## config.mk

```make
export PLATFORM = sky130hd
export DESIGN_NAME = load_access_ctrl
export DESIGN_NICKNAME = d
export VERILOG_FILES = /design/src/rtl/load_access_ctrl_pkg.sv /design/src/rtl/load_size_decode.sv /design/src/rtl/load_access_ctrl.sv
export SDC_FILE = /design/constraint.sdc
export NUM_CORES = 1
export LEC_CHECK = 0
export BUFFER_PORTS_ARGS = -buffer_cell sky130_fd_sc_hd__buf_2
export CAP_MARGIN = 10
export CORE_ASPECT_RATIO = 0.9
export CORE_MARGIN = 2
export CORE_UTILIZATION = 40
export CTS_CLUSTER_SIZE = 20
export DETAILED_ROUTE_END_ITERATION = 6
export HOLD_SLACK_MARGIN = 0.06
export PLACE_DENSITY_LB_ADDON = 0.25
export REMOVE_ABC_BUFFERS = 1
export SETUP_SLACK_MARGIN = 0.4
export SKIP_CTS_REPAIR_TIMING = 1
export SYNTH_ARGS = -nofsm -noshare
export SYNTH_HDL_FRONTEND = slang
export SYNTH_HIERARCHICAL = 1
export SYNTH_SLANG_ARGS = --single-unit
```

## constraint.sdc

```tcl
create_clock -name clk -period 1.3 [get_ports clk]
set_input_delay 0.325 -clock clk [delete_from_list [all_inputs] [get_ports clk]]
set_output_delay 0.325 -clock clk [all_outputs]
set_load 0.02 [all_outputs]
```

## src/rtl/load_access_ctrl_pkg.sv

```systemverilog
// rtl/load_access_ctrl_pkg.sv - shared FSM state and access-size encodings for the load controller
package load_access_ctrl_pkg;

    typedef enum logic [2:0] {
        ST_IDLE  = 3'd0,
        ST_ADDR  = 3'd1,
        ST_RESP  = 3'd2,
        ST_OUT   = 3'd3,
        ST_DRAIN = 3'd4
    } state_t;

    localparam logic [1:0] SIZE_BYTE   = 2'd0;
    localparam logic [1:0] SIZE_HALF   = 2'd1;
    localparam logic [1:0] SIZE_WORD   = 2'd2;
    localparam logic [1:0] SIZE_DOUBLE = 2'd3;

endpackage

```

## src/rtl/load_size_decode.sv

```systemverilog
// rtl/load_size_decode.sv - one-hot size/sign decode and natural-alignment check for a load request
module load_size_decode
    import load_access_ctrl_pkg::*;
#(
    parameter int DATA_WIDTH = 64
) (
    input  logic [1:0] i_size,
    input  logic       i_sign,
    input  logic [2:0] i_addr_lo,
    output logic       o_is_byte,
    output logic       o_is_half,
    output logic       o_is_word,
    output logic       o_is_double,
    output logic       o_is_sign,
    output logic       o_misalign
);

    always_comb begin
        o_is_byte   = 1'b0;
        o_is_half   = 1'b0;
        o_is_word   = 1'b0;
        o_is_double = 1'b0;
        o_misalign  = 1'b0;
        o_is_sign   = i_sign;
        case (i_size)
            SIZE_BYTE: o_is_byte = 1'b1;
            SIZE_HALF: begin
                o_is_half  = 1'b1;
                o_misalign = i_addr_lo[0];
            end
            SIZE_WORD: begin
                o_is_word  = 1'b1;
                o_misalign = |i_addr_lo[1:0];
            end
            default: begin
                // a double cannot be fetched in one beat on a 32-bit bus
                o_is_double = 1'b1;
                o_misalign  = (DATA_WIDTH == 32) ? 1'b1 : (|i_addr_lo);
            end
        endcase
    end

endmodule

```

## src/rtl/load_access_ctrl.sv

```systemverilog
// rtl/load_access_ctrl.sv - single-outstanding load sequencer between the pipeline, the read bus and the aligner
module load_access_ctrl
    import load_access_ctrl_pkg::*;
#(
    parameter int DATA_WIDTH = 64,
    parameter int ADDR_WIDTH = 64,
    parameter int OFF_WIDTH  = DATA_WIDTH / 32
) (
    input  logic                  clk,
    input  logic                  rst,
    input  logic                  flush,
    input  logic                  req_valid,
    output logic                  req_ready,
    input  logic [ADDR_WIDTH-1:0] req_addr,
    input  logic [1:0]            req_size,
    input  logic                  req_sign,
    output logic                  ar_valid,
    input  logic                  ar_ready,
    output logic [ADDR_WIDTH-1:0] ar_addr,
    input  logic                  r_valid,
    output logic                  r_ready,
    input  logic [DATA_WIDTH-1:0] r_data,
    input  logic                  r_err,
    output logic                  ld_valid,
    input  logic                  ld_ready,
    output logic [DATA_WIDTH-1:0] pre_data,
    output logic [OFF_WIDTH:0]    data_offset,
    output logic                  is_byte,
    output logic                  is_half,
    output logic                  is_word,
    output logic                  is_double,
    output logic                  is_sign,
    output logic                  ld_misalign,
    output logic                  ld_fault
);

    localparam logic [ADDR_WIDTH-1:0] BEAT_MASK =
        {{(ADDR_WIDTH-OFF_WIDTH-1){1'b1}}, {(OFF_WIDTH+1){1'b0}}};

    state_t                r_state;
    state_t                w_next;
    logic [ADDR_WIDTH-1:0] r_addr;
    logic [DATA_WIDTH-1:0] r_pre_data;
    logic                  r_is_byte, r_is_half, r_is_word, r_is_double, r_is_sign;
    logic                  r_misalign, r_fault, r_flush_pend;
    logic                  w_accept;
    logic                  w_dec_byte, w_dec_half, w_dec_word, w_dec_double, w_dec_sign, w_dec_misalign;

    load_size_decode #(.DATA_WIDTH(DATA_WIDTH)) u_size_decode (
        .i_size      (req_size),
        .i_sign      (req_sign),
        .i_addr_lo   (req_addr[2:0]),
        .o_is_byte   (w_dec_byte),
        .o_is_half   (w_dec_half),
        .o_is_word   (w_dec_word),
        .o_is_double (w_dec_double),
        .o_is_sign   (w_dec_sign),
        .o_misalign  (w_dec_misalign)
    );

    assign w_accept = (r_state == ST_IDLE) && req_valid && !flush;

    always_ff @(posedge clk) begin
        if (rst) r_state <= ST_IDLE;
        else     r_state <= w_next;
    end

    always_comb begin
        w_next = r_state;
        case (r_state)
            ST_IDLE:  if (w_accept) w_next = w_dec_misalign ? ST_OUT : ST_ADDR;
            // an issued address must complete before the flush can take effect
            ST_ADDR:  if (ar_ready) w_next = (flush || r_flush_pend) ? ST_DRAIN : ST_RESP;
            ST_RESP: begin
                if (r_valid)    w_next = flush ? ST_IDLE : ST_OUT;
                else if (flush) w_next = ST_DRAIN;
            end
            ST_OUT:   if (flush || ld_ready) w_next = ST_IDLE;
            ST_DRAIN: if (r_valid) w_next = ST_IDLE;
            default:  w_next = ST_IDLE;
        endcase
    end

    always_comb begin
        req_ready = (r_state == ST_IDLE);
        ar_valid  = (r_state == ST_ADDR);
        r_ready   = (r_state == ST_RESP) || (r_state == ST_DRAIN);
        ld_valid  = (r_state == ST_OUT);
    end

    always_ff @(posedge clk) begin
        if (rst) begin
            r_addr       <= '0;
            r_pre_data   <= '0;
            r_is_byte    <= 1'b0;
            r_is_half    <= 1'b0;
            r_is_word    <= 1'b0;
            r_is_double  <= 1'b0;
            r_is_sign    <= 1'b0;
            r_misalign   <= 1'b0;
            r_fault      <= 1'b0;
            r_flush_pend <= 1'b0;
        end else begin
            if (w_accept) begin
                r_addr      <= req_addr;
                r_is_byte   <= w_dec_byte;
                r_is_half   <= w_dec_half;
                r_is_word   <= w_dec_word;
                r_is_double <= w_dec_double;
                r_is_sign   <= w_dec_sign;
                r_misalign  <= w_dec_misalign;
                r_fault     <= 1'b0;
            end
            r_flush_pend <= (r_state == ST_ADDR) && !ar_ready && (flush || r_flush_pend);
            if ((r_state == ST_RESP) && r_valid && !flush) begin
                r_pre_data <= r_data;
                r_fault    <= r_err;
            end
        end
    end

    assign ar_addr     = r_addr & BEAT_MASK;
    assign pre_data    = r_pre_data;
    assign data_offset = r_addr[OFF_WIDTH:0];
    assign is_byte     = r_is_byte;
    assign is_half     = r_is_half;
    assign is_word     = r_is_word;
    assign is_double   = r_is_double;
    assign is_sign     = r_is_sign;
    assign ld_misalign = r_misalign && ld_valid;
    assign ld_fault    = r_fault && ld_valid;

endmodule
```

# After elaboration in Yosys (flattened, before gate mapping)
# Cells that the tools add are included.
[word_totals]
output_inout_bits = 142
reg_bits = 139
inputBits = 139
[classes]
n_eq_ne = 11
muxes = 17
reduce_logical = 20
[ops]
columns = ["op", "n"]
rows = [
  ["two-way mux 3 bit", 7],
  ["one-hot mux 3 bit (5 select lines)", 1],
  ["logical AND 1 bit", 8],
  ["equality test 3 x 2 -> 1 bit, second input constant", 2],
  ["two-way mux 1 bit", 6],
  ["!= test 2 x 1 -> 1 bit, second input constant", 3],
  ["OR reduction 3 bit", 2],
  ["AND reduction 5 bit", 1],
  ["two-way mux 2 bit", 2],
  ["equality test 3 x 1 -> 1 bit, second input constant", 1],
  ["equality test 3 bit, second input constant", 1],
  ["zero test 3 bit", 1],
  ["logical OR 1 bit", 3],
  ["!= test 3 bit, second input constant", 1],
  ["one-hot mux 1 bit (3 select lines)", 1],
  ["equality test 2 x 1 -> 1 bit, second input constant", 1],
  ["equality test 2 bit, second input constant", 1],
  ["zero test 1 bit", 2],
  ["zero test 2 bit", 1],
  ["!= test 2 bit, second input constant", 1],
  ["nonzero test 2 bit", 1],
  ["OR reduction 2 bit", 1],
]

# Logic depth before layout (Yosys ltp)
[logic_depth]
ltp_word = 5
ltp_mapped = 7
depth_no_buf = 5

# Cells and area by module
# The synthesis kept the hierarchy.
[modules_own_cells]
columns = ["mod", "n_inst", "cells_each", "seq_area_each_um2", "area_each_um2"]
rows = [
  ["load_access_ctrl", 1, 630, 2782.7, 5012.3],
  ["load_size_decode", 1, 9, 0.0, 47.5],
]

# Worst setup path before layout
# Ideal clock, no wire load.
[synth_path]
path_type = "reg-to-reg"
from = "reg r_state[1]"
to = "reg r_addr[41]"
arrival_ns = 1.405
setup_ns = 0.132
stages_incl_launch_ff = 8
setup_slack_ns = -0.237
path_buffers = 3
cell_sequence = "dfxtp_1 buf_6 nor3_2 nand3b_1 clkbuf_1 clkbuf_1 nand2_1 a21oi_1"
[synth_via]
elab_chain_len = 3
[synth_rtl]
columns = ["item", "line", "source"]
rows = [
  ["from (decl)", "load_access_ctrl.sv:40", "state_t r_state;"],
  ["from (signal assigned)", "load_access_ctrl.sv:65", "else r_state <= w_next;"],
  ["zero test 3 bit", "-", ""],
  ["named net req_ready", "load_access_ctrl.sv:13", "output logic req_ready,"],
  ["logical AND 1 bit (2 in series)", "load_access_ctrl.sv:61", "assign w_accept = (r_state == ST_IDLE) && req_valid && !flush;"],
  ["to (signal assigned)", "load_access_ctrl.sv:105", "r_addr <= req_addr;"],
  ["to (decl)", "load_access_ctrl.sv:42", "logic [ADDR_WIDTH-1:0] r_addr;"],
]
# The timed path passes the listed nets, and every way through them passes these cells.
# A chain may end at the register's enable or synchronous reset.

# Final worst setup path
[layout_path]
from = "reg r_state[2]"
to = "out ld_fault"
[layout_via]
elab_chain_len = 2
[layout_rtl]
columns = ["item", "line", "source"]
rows = [
  ["equality test 3 x 2 -> 1 bit", "load_access_ctrl.sv:88", "ld_valid = (r_state == ST_OUT);"],
  ["logical AND 1 bit", "load_access_ctrl.sv:131", "assign ld_fault = r_fault && ld_valid;"],
  ["to (decl)", "load_access_ctrl.sv:34", "output logic ld_fault"],
]
# Every way passes these cells.

==> results.md <==
* Fmax at 619.5 MHz
* Asr flop ratio synth at 0%
* Placed Cells at roughly 1100
* Max capacitance violation total at 0
* Post-DP HPWL at just under 10000 um
* Crit path arrival time at around 1.3 ns
* Worst path bufs/invs at 2
* # rows at 38
* Layout cells sized above 1 at approximately two fifths
* Post-DRT Antenna Nets at 0
* Fin Setup TNS at -16.56 ns
* CTS sink cnt at 139
* CTS max path bufs at 2
* Sw Ratio at a little over a quarter
* Vias in the first global route at roughly 4600
* Die area at approximately 14000 sq um
* Crit path largest cell delay at about 0.36 ns
* Synth area leaders: dfxtp_1, nand2_1, a21oi_1
* Hold WC Path Type: input pin to register
* DR DRC count at 0
* Clock-pin slew on the worst setup and hold paths at roughly 0.060 ns
* Final setup fails at 145
* FF+latch count, synth at ~140
* Routed vias/inst at between 4 and 5
* Worst Slack Setup Final at -0.3142 ns
* Fin cells at about 1100
* Largest net degree at the start of global routing at a little over 70
* Initial DRC Count at 290
* Dominant cell type by area after synthesis: dfxtp_1
* I/O pin total at approximately 280
* Net Switching at ~0.0028 W
* CP Cell Sequence: buf_6, nor2b_4, and3_4, buf_6
* Total power at 0.01025 W
* Max VDD drop at between 1 and 1.5 mV
* Smallest hold slack at around 0.16 ns
* Worst-Skew Late Latency at around 0.40 ns
* Initial Util at between 40% and 50%
* Flop pwr share at 44.3%
* Antenna Cells at 0
* Pre-antenna DRT Iters at 6
* RePlAce Congestion at 0.8117
* CP endpoint kind: output port
* Initial antenna violation count at 0
* Library cells used by synthesis at 34
* Mapped Avg Cell Area at 7.918 sq um
* CP delay by family, top: flip-flops
* RSZ-0062 raised after global routing: true
* Root Driver: clkbuf_16
* First-pass GRT wire length at around 22000 um
* Commonest cells in the netlist: nand2_1, dfxtp_1, a21oi_1, clkbuf_1, buf_4
* Seq/Total Area, Yosys at approximately 55%
* Die X at around 120 um
* Cell with the most instances on the worst path: buf_6
* Vias at a little over 5000
* Critical-path maximum fanout at 5
* Combinational Power Share at ~14%
* Status: finished with violations
* Crit Path Category: register to output port
* Min Tclk post-route at 1.614 ns
* Power density cells at around 1400 nW/um^2
* Final cycle utilization of the critical path at 124.2%
* Failing checks: negative setup slack
* Mapped Area at ~5100 sq um
* Die height at about 110 um
* Final Instance Area at between 7000 and 8000 sq um
* Syn Inst Count at ~640
* Placed cell area at approximately 6600 sq um
* EDFF count, synth at 0
* # H-tree levels at 4
* Top-area cell type share of the netlist area at between 50% and 60%
* Total CTS buffers at 17
* Pleak at ~3.4 nW
* WL final at 14920 um
* Fin. Hold Viols at 0
* Type of origin of the critical path: register
* CTS tree: done
* Area grow syn2layout at 47.60%
* Clock Skew at roughly 0.010 ns
* Port Buffer Count at 277
* Synth Warn # at 6
* Global route overflow at 0
* Top FF cell, synth: dfxtp_1
* Slew Limit Fails at 0
* Int Power at between 0.007 and 0.008 W
* Slowest-stage cell, CP: dfxtp_4
* WL/cell at 13.66 um
* Most common cell in the synthesized netlist: nand2_1
* Core Box Area at roughly 12000 sq um
* Clk pwr share at between 40% and 50%
* GRT Total Usage at between 20 and 25%
* Final nets at around 1100
* Req. time, crit path at roughly 1 ns
through the flow:
step                      worst slack, ns  util [%]
after floorplan                    -1.402         -
after global placement            -0.1613     54.36
after detailed placement          -0.2089     54.36
after CTS                         -0.5249     58.66
after global routing              -0.3829     61.12
final                             -0.3142     61.12
layout by cell type, fill, tap and decap left out, types with 2 or more instances in the layout:
cell,count
clkinv_4,2
nor3_1,2
buf_12,7
dfxtp_4,3
nor2_1,5
o21ai_0,2
a21oi_1,130
and3_4,2
dfxtp_1,136
clkbuf_16,22
buf_2,270
conb_1,3
buf_6,12
nand2_1,272
clkinvlp_4,6
and2_2,2
clkinv_2,4
a21oi_2,7
inv_6,2
and3b_2,2
buf_4,18
layer usage:
metal / up-vias / global-route usage [%] / wire length [um]
met3: 27 / 5.093 / 837
met1: 2331 / 24.59 / 6368
met4: 0 / 8.659 / 376
li1: 2611 / - / -
met2: 150 / 33.93 / 7339
met5: - / 0 / 0
cell families (layout without fill, tap and decap cells):
group	Yosys count	after routing	synth area share, %
AND/OR/NAND/NOR	298	298	23.71
AO/OA/AOI/OAI	146	146	14.91
flip-flops	139	139	55.00
buffers and inverters	53	344	5.935
other	1	3	0.07411
XOR/XNOR	1	1	0.1731
multiplexers	1	1	0.1978
layout make-up:
class	count	area [sq um]
multi-input cells	449	2058
repair buffers	312	1887
inverters	1	3.754
fillers	1147	4751
clock buffers	17	425.4
well taps	160	200.2
clock inverters	14	100.1
flip-flops and latches	139	2794
tightest hold or removal path: stages:
cell and delay [ns]:
buf_2 0.10, nand2_1 0.04, a21oi_1 0.05
flip-flops by register name, indices dropped and copies added, names as in the netlist:
| signal | flops |
|---|---|
| pre_data | 64 |
| r_addr | 64 |
| r_state | 3 |
| is_byte | 1 |
| is_double | 1 |
| is_half | 1 |
| is_sign | 1 |
| is_word | 1 |
| r_fault | 1 |
| r_flush_pend | 1 |
| r_misalign | 1 |
power by group through the flow:
stage                     combinational [W]  sequential (W)  clock [W]
after CTS                           0.00133         0.00453    0.00437
after global placement              0.00132         0.00462          0
after floorplan                    0.000422         0.00484          0
after global routing                0.00158         0.00456    0.00457
after detailed placement            0.00132         0.00463          0
final                               0.00144         0.00454    0.00427
worst paths after layout:
path                          endpoint                    start  depth (start not counted)  slack [ns]
min          pre_data[33]$_SDFFE_PP0P_               r_data[33]                          3        0.16
max                           ld_fault  r_state[2]$_SDFFE_PP0P_                          4       -0.31
max reg2reg    r_state[2]$_SDFFE_PP0P_  r_state[2]$_SDFFE_PP0P_                          5       -0.18
min reg2reg       is_word$_SDFFE_PP0P_     is_word$_SDFFE_PP0P_                          2        0.45
No activity file was read; power rests on OpenSTA's default activity.
